File: config.mk
export PLATFORM = sky130hd
export DESIGN_NAME = current_monitor
export DESIGN_NICKNAME = d
export VERILOG_FILES = /design/src/rtl/current_monitor.sv
export SDC_FILE = /design/constraint.sdc
export NUM_CORES = 1
export LEC_CHECK = 0
export ABC_AREA = 0
export CAP_MARGIN = 10
export CORE_ASPECT_RATIO = 1.1
export CORE_MARGIN = 3
export CORE_UTILIZATION = 45
export DETAILED_ROUTE_END_ITERATION = 10
export GPL_TIMING_DRIVEN = 0
export SYNTH_ARGS = -nofsm -noshare
export SYNTH_HDL_FRONTEND = slang
export SYNTH_SLANG_ARGS = --single-unit
File: constraint.sdc
create_clock -name clk -period 4.79 [get_ports clk]
set_input_delay 0.958 -clock clk [delete_from_list [all_inputs] [get_ports clk]]
set_output_delay 0.958 -clock clk [all_outputs]
set_load 0.02 [all_outputs]
File: src/rtl/current_monitor.sv
// rtl/current_monitor.sv - moving-average current monitor with overcurrent trip (optional peak: CURRENT_MONITOR_PEAK_EN)
module current_monitor #(
    parameter int AVG_LOG2 = 3,
    parameter int OC_LIMIT = 2000,
    parameter int OC_COUNT = 4
) (
    input  logic               clk,
    input  logic               reset,
    input  logic signed [15:0] current_in,
    input  logic               current_valid,
    input  logic               fault_clear,
    output logic signed [15:0] current_avg,
    output logic               avg_valid,
    output logic               overcurrent,
`ifdef CURRENT_MONITOR_PEAK_EN
    output logic [15:0]        peak,
`endif
    output logic               fault
);

    localparam int              DEPTH    = 1 << AVG_LOG2;
    localparam int              SW       = 16 + AVG_LOG2;
    localparam logic [15:0]     OC_LIM16 = 16'(OC_LIMIT);
    localparam logic [7:0]      OC_CNT8  = 8'(OC_COUNT);

    typedef enum logic {
        AVG_FILL,
        AVG_RUN
    } avg_state_t;

    typedef enum logic [1:0] {
        F_OK,
        F_PENDING,
        F_TRIPPED
    } fault_state_t;

    // Averager storage and bookkeeping
    logic signed [15:0]   ring [DEPTH];
    logic [AVG_LOG2-1:0]  wptr;
    logic signed [SW-1:0] sum;
    logic signed [SW-1:0] sum_next;
    logic signed [15:0]   oldest;
    logic                 last_slot;
    logic                 publish;
    avg_state_t           avg_state;
    avg_state_t           avg_state_next;

    // Overcurrent qualification
    logic [15:0]          mag;
    logic                 over;
    logic [7:0]           over_cnt;
    logic [7:0]           over_cnt_inc;
    logic [7:0]           over_cnt_next;
    logic                 tripping;
    fault_state_t         fault_state;
    fault_state_t         fault_state_next;

    // Oldest entry is forced to zero while filling so the sum is exact at the boundary
    always_comb begin
        oldest    = (avg_state == AVG_FILL) ? 16'sd0 : ring[wptr];
        last_slot = (wptr == AVG_LOG2'(DEPTH - 1));
        sum_next  = sum
                  + {{AVG_LOG2{current_in[15]}}, current_in}
                  - {{AVG_LOG2{oldest[15]}}, oldest};
        publish   = current_valid && ((avg_state == AVG_RUN) || last_slot);
    end

    // Averager state register
    always_ff @(posedge clk) begin
        if (reset) begin
            avg_state <= AVG_FILL;
        end else begin
            avg_state <= avg_state_next;
        end
    end

    // Averager next state: FILL until the last ring slot is first written
    always_comb begin
        avg_state_next = avg_state;
        case (avg_state)
            AVG_FILL: if (current_valid && last_slot) avg_state_next = AVG_RUN;
            AVG_RUN:  avg_state_next = AVG_RUN;
            default:  avg_state_next = AVG_FILL;
        endcase
    end

    // Ring buffer, running sum and published average
    always_ff @(posedge clk) begin
        if (reset) begin
            for (int i = 0; i < DEPTH; i++) begin
                ring[i] <= '0;
            end
            wptr        <= '0;
            sum         <= '0;
            current_avg <= '0;
            avg_valid   <= 1'b0;
        end else begin
            avg_valid <= publish;
            if (current_valid) begin
                ring[wptr] <= current_in;
                wptr       <= wptr + 1'b1;
                sum        <= sum_next;
            end
            if (publish) begin
                current_avg <= 16'(sum_next >>> AVG_LOG2);
            end
        end
    end

    // Saturating magnitude: -32768 has no positive counterpart in 16 bits
    always_comb begin
        if (current_in == 16'sh8000) begin
            mag = 16'h7fff;
        end else if (current_in[15]) begin
            mag = -current_in;
        end else begin
            mag = current_in;
        end
        over = (mag > OC_LIM16);
    end

    // Overcurrent flag follows the latest sample and holds in between
    always_ff @(posedge clk) begin
        if (reset) begin
            overcurrent <= 1'b0;
        end else if (current_valid) begin
            overcurrent <= over;
        end
    end

    // Fault state register and consecutive-over counter
    always_ff @(posedge clk) begin
        if (reset) begin
            fault_state <= F_OK;
            over_cnt    <= '0;
        end else begin
            fault_state <= fault_state_next;
            over_cnt    <= over_cnt_next;
        end
    end

    // Fault next state: a tripping sample beats a coincident fault_clear
    always_comb begin
        fault_state_next = fault_state;
        over_cnt_next    = over_cnt;
        over_cnt_inc     = over_cnt + 8'd1;
        tripping         = (fault_state != F_TRIPPED) && current_valid && over
                           && (over_cnt_inc >= OC_CNT8);
        case (fault_state)
            F_OK, F_PENDING: begin
                if (current_valid) begin
                    if (over) begin
                        over_cnt_next    = over_cnt_inc;
                        fault_state_next = tripping ? F_TRIPPED : F_PENDING;
                    end else begin
                        over_cnt_next    = '0;
                        fault_state_next = F_OK;
                    end
                end
            end
            F_TRIPPED: fault_state_next = F_TRIPPED;
            default: begin
                fault_state_next = F_OK;
                over_cnt_next    = '0;
            end
        endcase
        if (fault_clear && !tripping) begin
            fault_state_next = F_OK;
            over_cnt_next    = '0;
        end
    end

    assign fault = (fault_state == F_TRIPPED);

`ifdef CURRENT_MONITOR_PEAK_EN
    // Peak magnitude; a sample in the same cycle as fault_clear keeps the peak alive
    always_ff @(posedge clk) begin
        if (reset) begin
            peak <= '0;
        end else if (current_valid) begin
            if (mag > peak) peak <= mag;
        end else if (fault_clear) begin
            peak <= '0;
        end
    end
`endif

endmodule

## Word level (Yosys, flattened, before mapping)

Memories as Yosys holds them, arrays and structs flattened. A register that Yosys moved wholly into a read port is not among the register bits.
Index checks and enable logic that the tools add are counted.

- Memories kept: 1
- Bits in read-only memories: 0
- Bits in registers: 51
- Word-level logic and storage cells: 59
- Memory bits (writable): 128
- Bits of input ports: 20
- Latch bits: 0

Memory list:

| memory | words | bits a word | rd ports | clocked after Yosys merged registers in | wr ports | RTL line | text |
|---|---|---|---|---|---|---|---|
| ring | 8 | 16 | 1 | 1 | 8 | 38 | `logic signed [15:0] ring [DEPTH];` |

- Bitwise operators: 2
- Mux-type cells: 22
- Order comparisons: 2
- Add/sub/neg operators: 5
- Reduce and logical (&&, ||, !) cells: 13
- Div/mod/pow operators: 0
- $mul: 0
- Equality and inequality tests: 6
- Shifts and indexed selects: 0

Operators with widths:

| operator | number |
|---|---|
| 16-bit two-way mux | 4 |
| 19-bit adder | 1 |
| 19-bit subtractor | 1 |
| 16-bit equality test, second input constant | 1 |
| 16-bit by 11-bit > comparator with 1-bit output, second input constant | 1 |
| 8-bit two-way mux | 2 |
| 16-bit negation | 1 |
| 8-bit case mux with 2 select lines | 1 |
| 16-bit OR reduction | 1 |
| 3-bit two-way mux | 3 |
| 8-bit by 1-bit adder with 8-bit output, second input constant | 1 |
| 8-bit by 3-bit greater-or-equal comparator with 1-bit output, second input constant | 1 |
| 1-bit two-way mux | 7 |
| 1-bit logical AND | 6 |
| 2-bit two-way mux | 3 |
| 2-bit != test, second input constant | 2 |
| 2-bit case mux with 2 select lines | 1 |
| 2-bit OR reduction | 2 |
| 3-bit by 1-bit adder with 3-bit output, second input constant | 1 |
| 3-bit equality test, second input constant | 1 |
| 2-bit by 1-bit equality test with 1-bit output, second input constant | 1 |
| 2-bit equality test, second input constant | 1 |
| 2-bit logical NOT | 1 |
| 1-bit NOT | 2 |
| other kinds (4) | 4 |

## Longest topological paths before layout

Gate-level depths: netlist of run 1.

- Depth after elaboration: 10
- Mapped depth: 16

## Worst setup path after synthesis of run 1

No wires, ideal clock.

- Path kind: reg-to-reg
- Start: register with a tool-made name
- End: register sum[17]
- Path slack: 0.247 ns
- Required time: 4.684 ns
- Buffers on the path: 2
- Arrival time: 4.437 ns
- Cell stages (with the launch flop): 16
- Setup time: 0.106 ns
- Cell sequence: dfxtp_1 > clkbuf_1 > buf_1 > mux4_2 > mux2i_1 > nor2b_1 > fa_1 > inv_1 > ha_1 > o21ai_0 > o21ai_0 > a2111oi_2 > nor4_1 > o41ai_2 > or4b_2 > o311ai_0

RTL lines:

| item | RTL line | text |
|---|---|---|
| end signal: assignment | 102 | `sum <= sum_next;` |
| end: declaration | 40 | `logic signed [SW-1:0] sum;` |

==> out/metrics.yaml, run 1 <==
floorplanning:
  io-pin-count: 39
  dieWidth_um: 147
  initial_core_util_pct: 45.9
  die_h_um: 161
  rows: 56
  core_area_mm2: 0.0214
  floorplan.die_area_mm2: 0.0236
synth:
  synthTopCellsByCount: "edfxtp_1, and2_1, inv_1"
  synth-seq-area-share_pct: 50.2
  synth.distinct_cells: 66
  yosys.area.top_type: "edfxtp_1"
  synth-seq-cells: 182
  netlist_instances: 862
  synth_edf_count: 128
  ys_warn_count: 0
  synthFlopType: "edfxtp_1"
  synthTopCellsByArea: "edfxtp_1, dfxtp_1, mux4_2, and2_1, fa_1"
  syn_area_mm2: 0.00980
  async_flop_share_pct: 0
  synth_top_area_share_pct: 39.2
  yosysMostFrequentCell: "edfxtp_1"
  syn-num-nets: 925
  syn_avg_cell_area_um2: 11.4
setup_path:
  cpPeakStageDelay_ns: 0.56
  slowest_stage: "mux4_2"
  critPathLaunchType: "flip-flop"
  path_buf_inv: 2
  arrival_ns: 4.91
  worst_setup_path_end_kind: "flip-flop"
  critPathTopFamily: "compound AO/OA/AOI/OAI gates"
  required_ns: 5.12
  critPathMaxFanout: 10
  critPathKind: "reg2reg"
  path_cells: "buf_6 -> mux4_2 -> mux2i_1 -> nor2b_1 -> fa_1 -> inv_1 -> ha_1 -> a211oi_1 -> o21ai_2 -> a2111oi_4 -> nor4_4 -> o41ai_4 -> nor4_1 -> a311o_1"
routing:
  wl_um: 25200
  via_count: 6901
  antenna_left: 0
  drt-wirelength-per-cell_um: 20.6
  avgViaCountPerCell: 5.65
  drt_iter0_markers: 510
  first_pass_iters: 6
  drc_errors: 0
sta:
  min_period_ns: 4.59
  setup-tns-final_ns: 0
  fin_crit_sh_pct: 95.7
  rsz0062_at_grt: "no"
  layout_setup_ws_ns: 0.204
  worst_pin_slew_ns: 1.07
  slew_headroom_pct: 28.3
  drv_slew: 0
  fin_hold_ws_ns: 0.458
  skew_ns: 0.0122
  max_freq_mhz: 218
  hold_violations: 0
  finalSetupViolCount: 0
power_and_ir_drop:
  power_leakage_nw: 4.13
  ir_drop_mv: 0.244
  seq_power_share_pct: 39.4
  total_power_mw: 4.69
  power_frac_clock_pct: 31.5
  power_density_mw_per_mm2: 417
  p_int_mw: 3.13
  p_sw_mw: 1.57
  p_comb_share_pct: 29.1
  p_sw_share_pct: 33.4
placement:
  post-place-cells: 1191
  io_buffer_count: 36
  gp_congestion: 0.868
  dpl_worst_slack_ns: -0.783
  post-dp-hpwl_um: 18100
clock_tree:
  clockBufferDepth: 2
  clock_sinks: 182
  tritoncts: "done"
  clockRootBuffer: "clkbuf_16"
  numCtsBuffers: 17
  cts-htree-levels: 4
  clock_latency_ns: 0.45
  post_cts_buffers: 0
  path_clk_slew_ns: 0.07
global_routing:
  grt_pass1_vias: 6845
  grt_pass1_wl_um: 39200
  grt_antenna_before_repair: 0
  grt_use_total_pct: 21.8
  grt_overflow_total: 0
  grt_max_degree: 19
run_status:
  outcome: "complete, no violations"
run:
  drv_cap: 0
cells_and_area:
  antenna_cells: 0
  syn_to_final_growth_pct: 14.9
  final_cells: 1221
  drive_gt1_share_pct: 10.5
  fin_nets: 982
min_path:
  hp-class: "reg2reg"
==> per-stage QoR <==
step	cell area [um^2]	utilization (%)
after CTS	11200	52.6
after floorplan	9800	-
final	11300	52.7
after global placement	10500	49.3
after global routing	11300	52.7
after detailed placement	10600	49.6
==> flip-flops by register name, indices dropped and copies added, names as in the netlist, named ones only <==
register,count
avg_state,1
avg_valid,1
current_avg,16
fault_state,2
over_cnt,8
overcurrent,1
ring,128
sum,19
wptr,3
==> final timing paths <==
kind / start / end / slack, ns / depth (start not counted)
setup reg to reg: flip-flop / current_avg[14] / 0.20 / 14
hold reg to reg: current_avg[4] / current_avg[4] / 0.46 / 2
hold / removal: current_avg[4] / current_avg[4] / 0.46 / 2
setup / recovery: flip-flop / current_avg[14] / 0.20 / 14
==> power by group through the flow <==
stage	Sequential, mW	Combinational, mW	Clock, mW
floorplan	1.86	0.987	0
global placement	1.88	1.28	0
detailed placement	1.88	1.29	0
CTS	1.85	1.33	1.49
global route	1.86	1.52	1.56
finish	1.85	1.37	1.48
==> final cells by class <==
type,count,area [um^2]
plain buffers,52,234
repair buffers,39,394
inverters,76,285
clock inverters,14,185
well taps,290,363
fillers,1898,10100
clock buffers,17,425
flip-flops and latches,182,4920
multi-input cells,551,4460
==> what timing repair did <==
item	CTS	global route
pin swaps	1	0
hold buffers	0	0
endpoints found under the setup margin	21	12
gates cloned	0	0
gates resized for setup	19	10
==> per-layer routing <==
metal | wire length (um) | global-route usage, % | share of wire, %
met3 | 1020 | 3.30 | 4.0
met2 | 12600 | 36.8 | 50
met1 | 11200 | 29.8 | 44
met5 | 0 | 0 | 0
met4 | 391 | 5.52 | 1.6
==> logic make-up after synthesis <==
kind of cell | share of synthesized area [%]
buffers and inverters | 5.10
muxes | 10.4
and+or+nand+nor | 17.5
AOI/OAI and AO/OA | 8.78
xor gates and xnor gates | 1.07
adders and majority gates | 6.87
DFF | 50.2
==> placed cells by master (no fill, tap or decap), drive strengths merged, types with 16 or more instances in the layout <==
cell type	count
inv	83
mux4	32
dfxtp	54
clkdlybuf4s50	36
nor3	28
buf	16
mux2i	29
and2	81
nor4	38
fa	18
a21oi	33
nor2	45
nand2	38
o21ai	18
ha	25
edfxtp	128
nor2b	20
clkbuf	56
==> worst reg2reg max path, cell delays in order (launching register included) <==
cell and delay (ns):
dfxtp_1 0.53, buf_6 0.25, mux4_2 0.56, mux2i_1 0.19, nor2b_1 0.08, fa_1 0.49
inv_1 0.07, ha_1 0.31, a211oi_1 0.38, o21ai_2 0.18, a2111oi_4 0.53, nor4_4 0.13
o41ai_4 0.35, nor4_1 0.09, a311o_1 0.32
(Power assumes the default switching activity.)
==> run 2, diff against run 1 <==
Settings changed: ABC_CLOCK_PERIOD_IN_PS set to 4790.
==> results of run 2 <==
The final DEF is identical to that of run 1; final timing and power are the same.
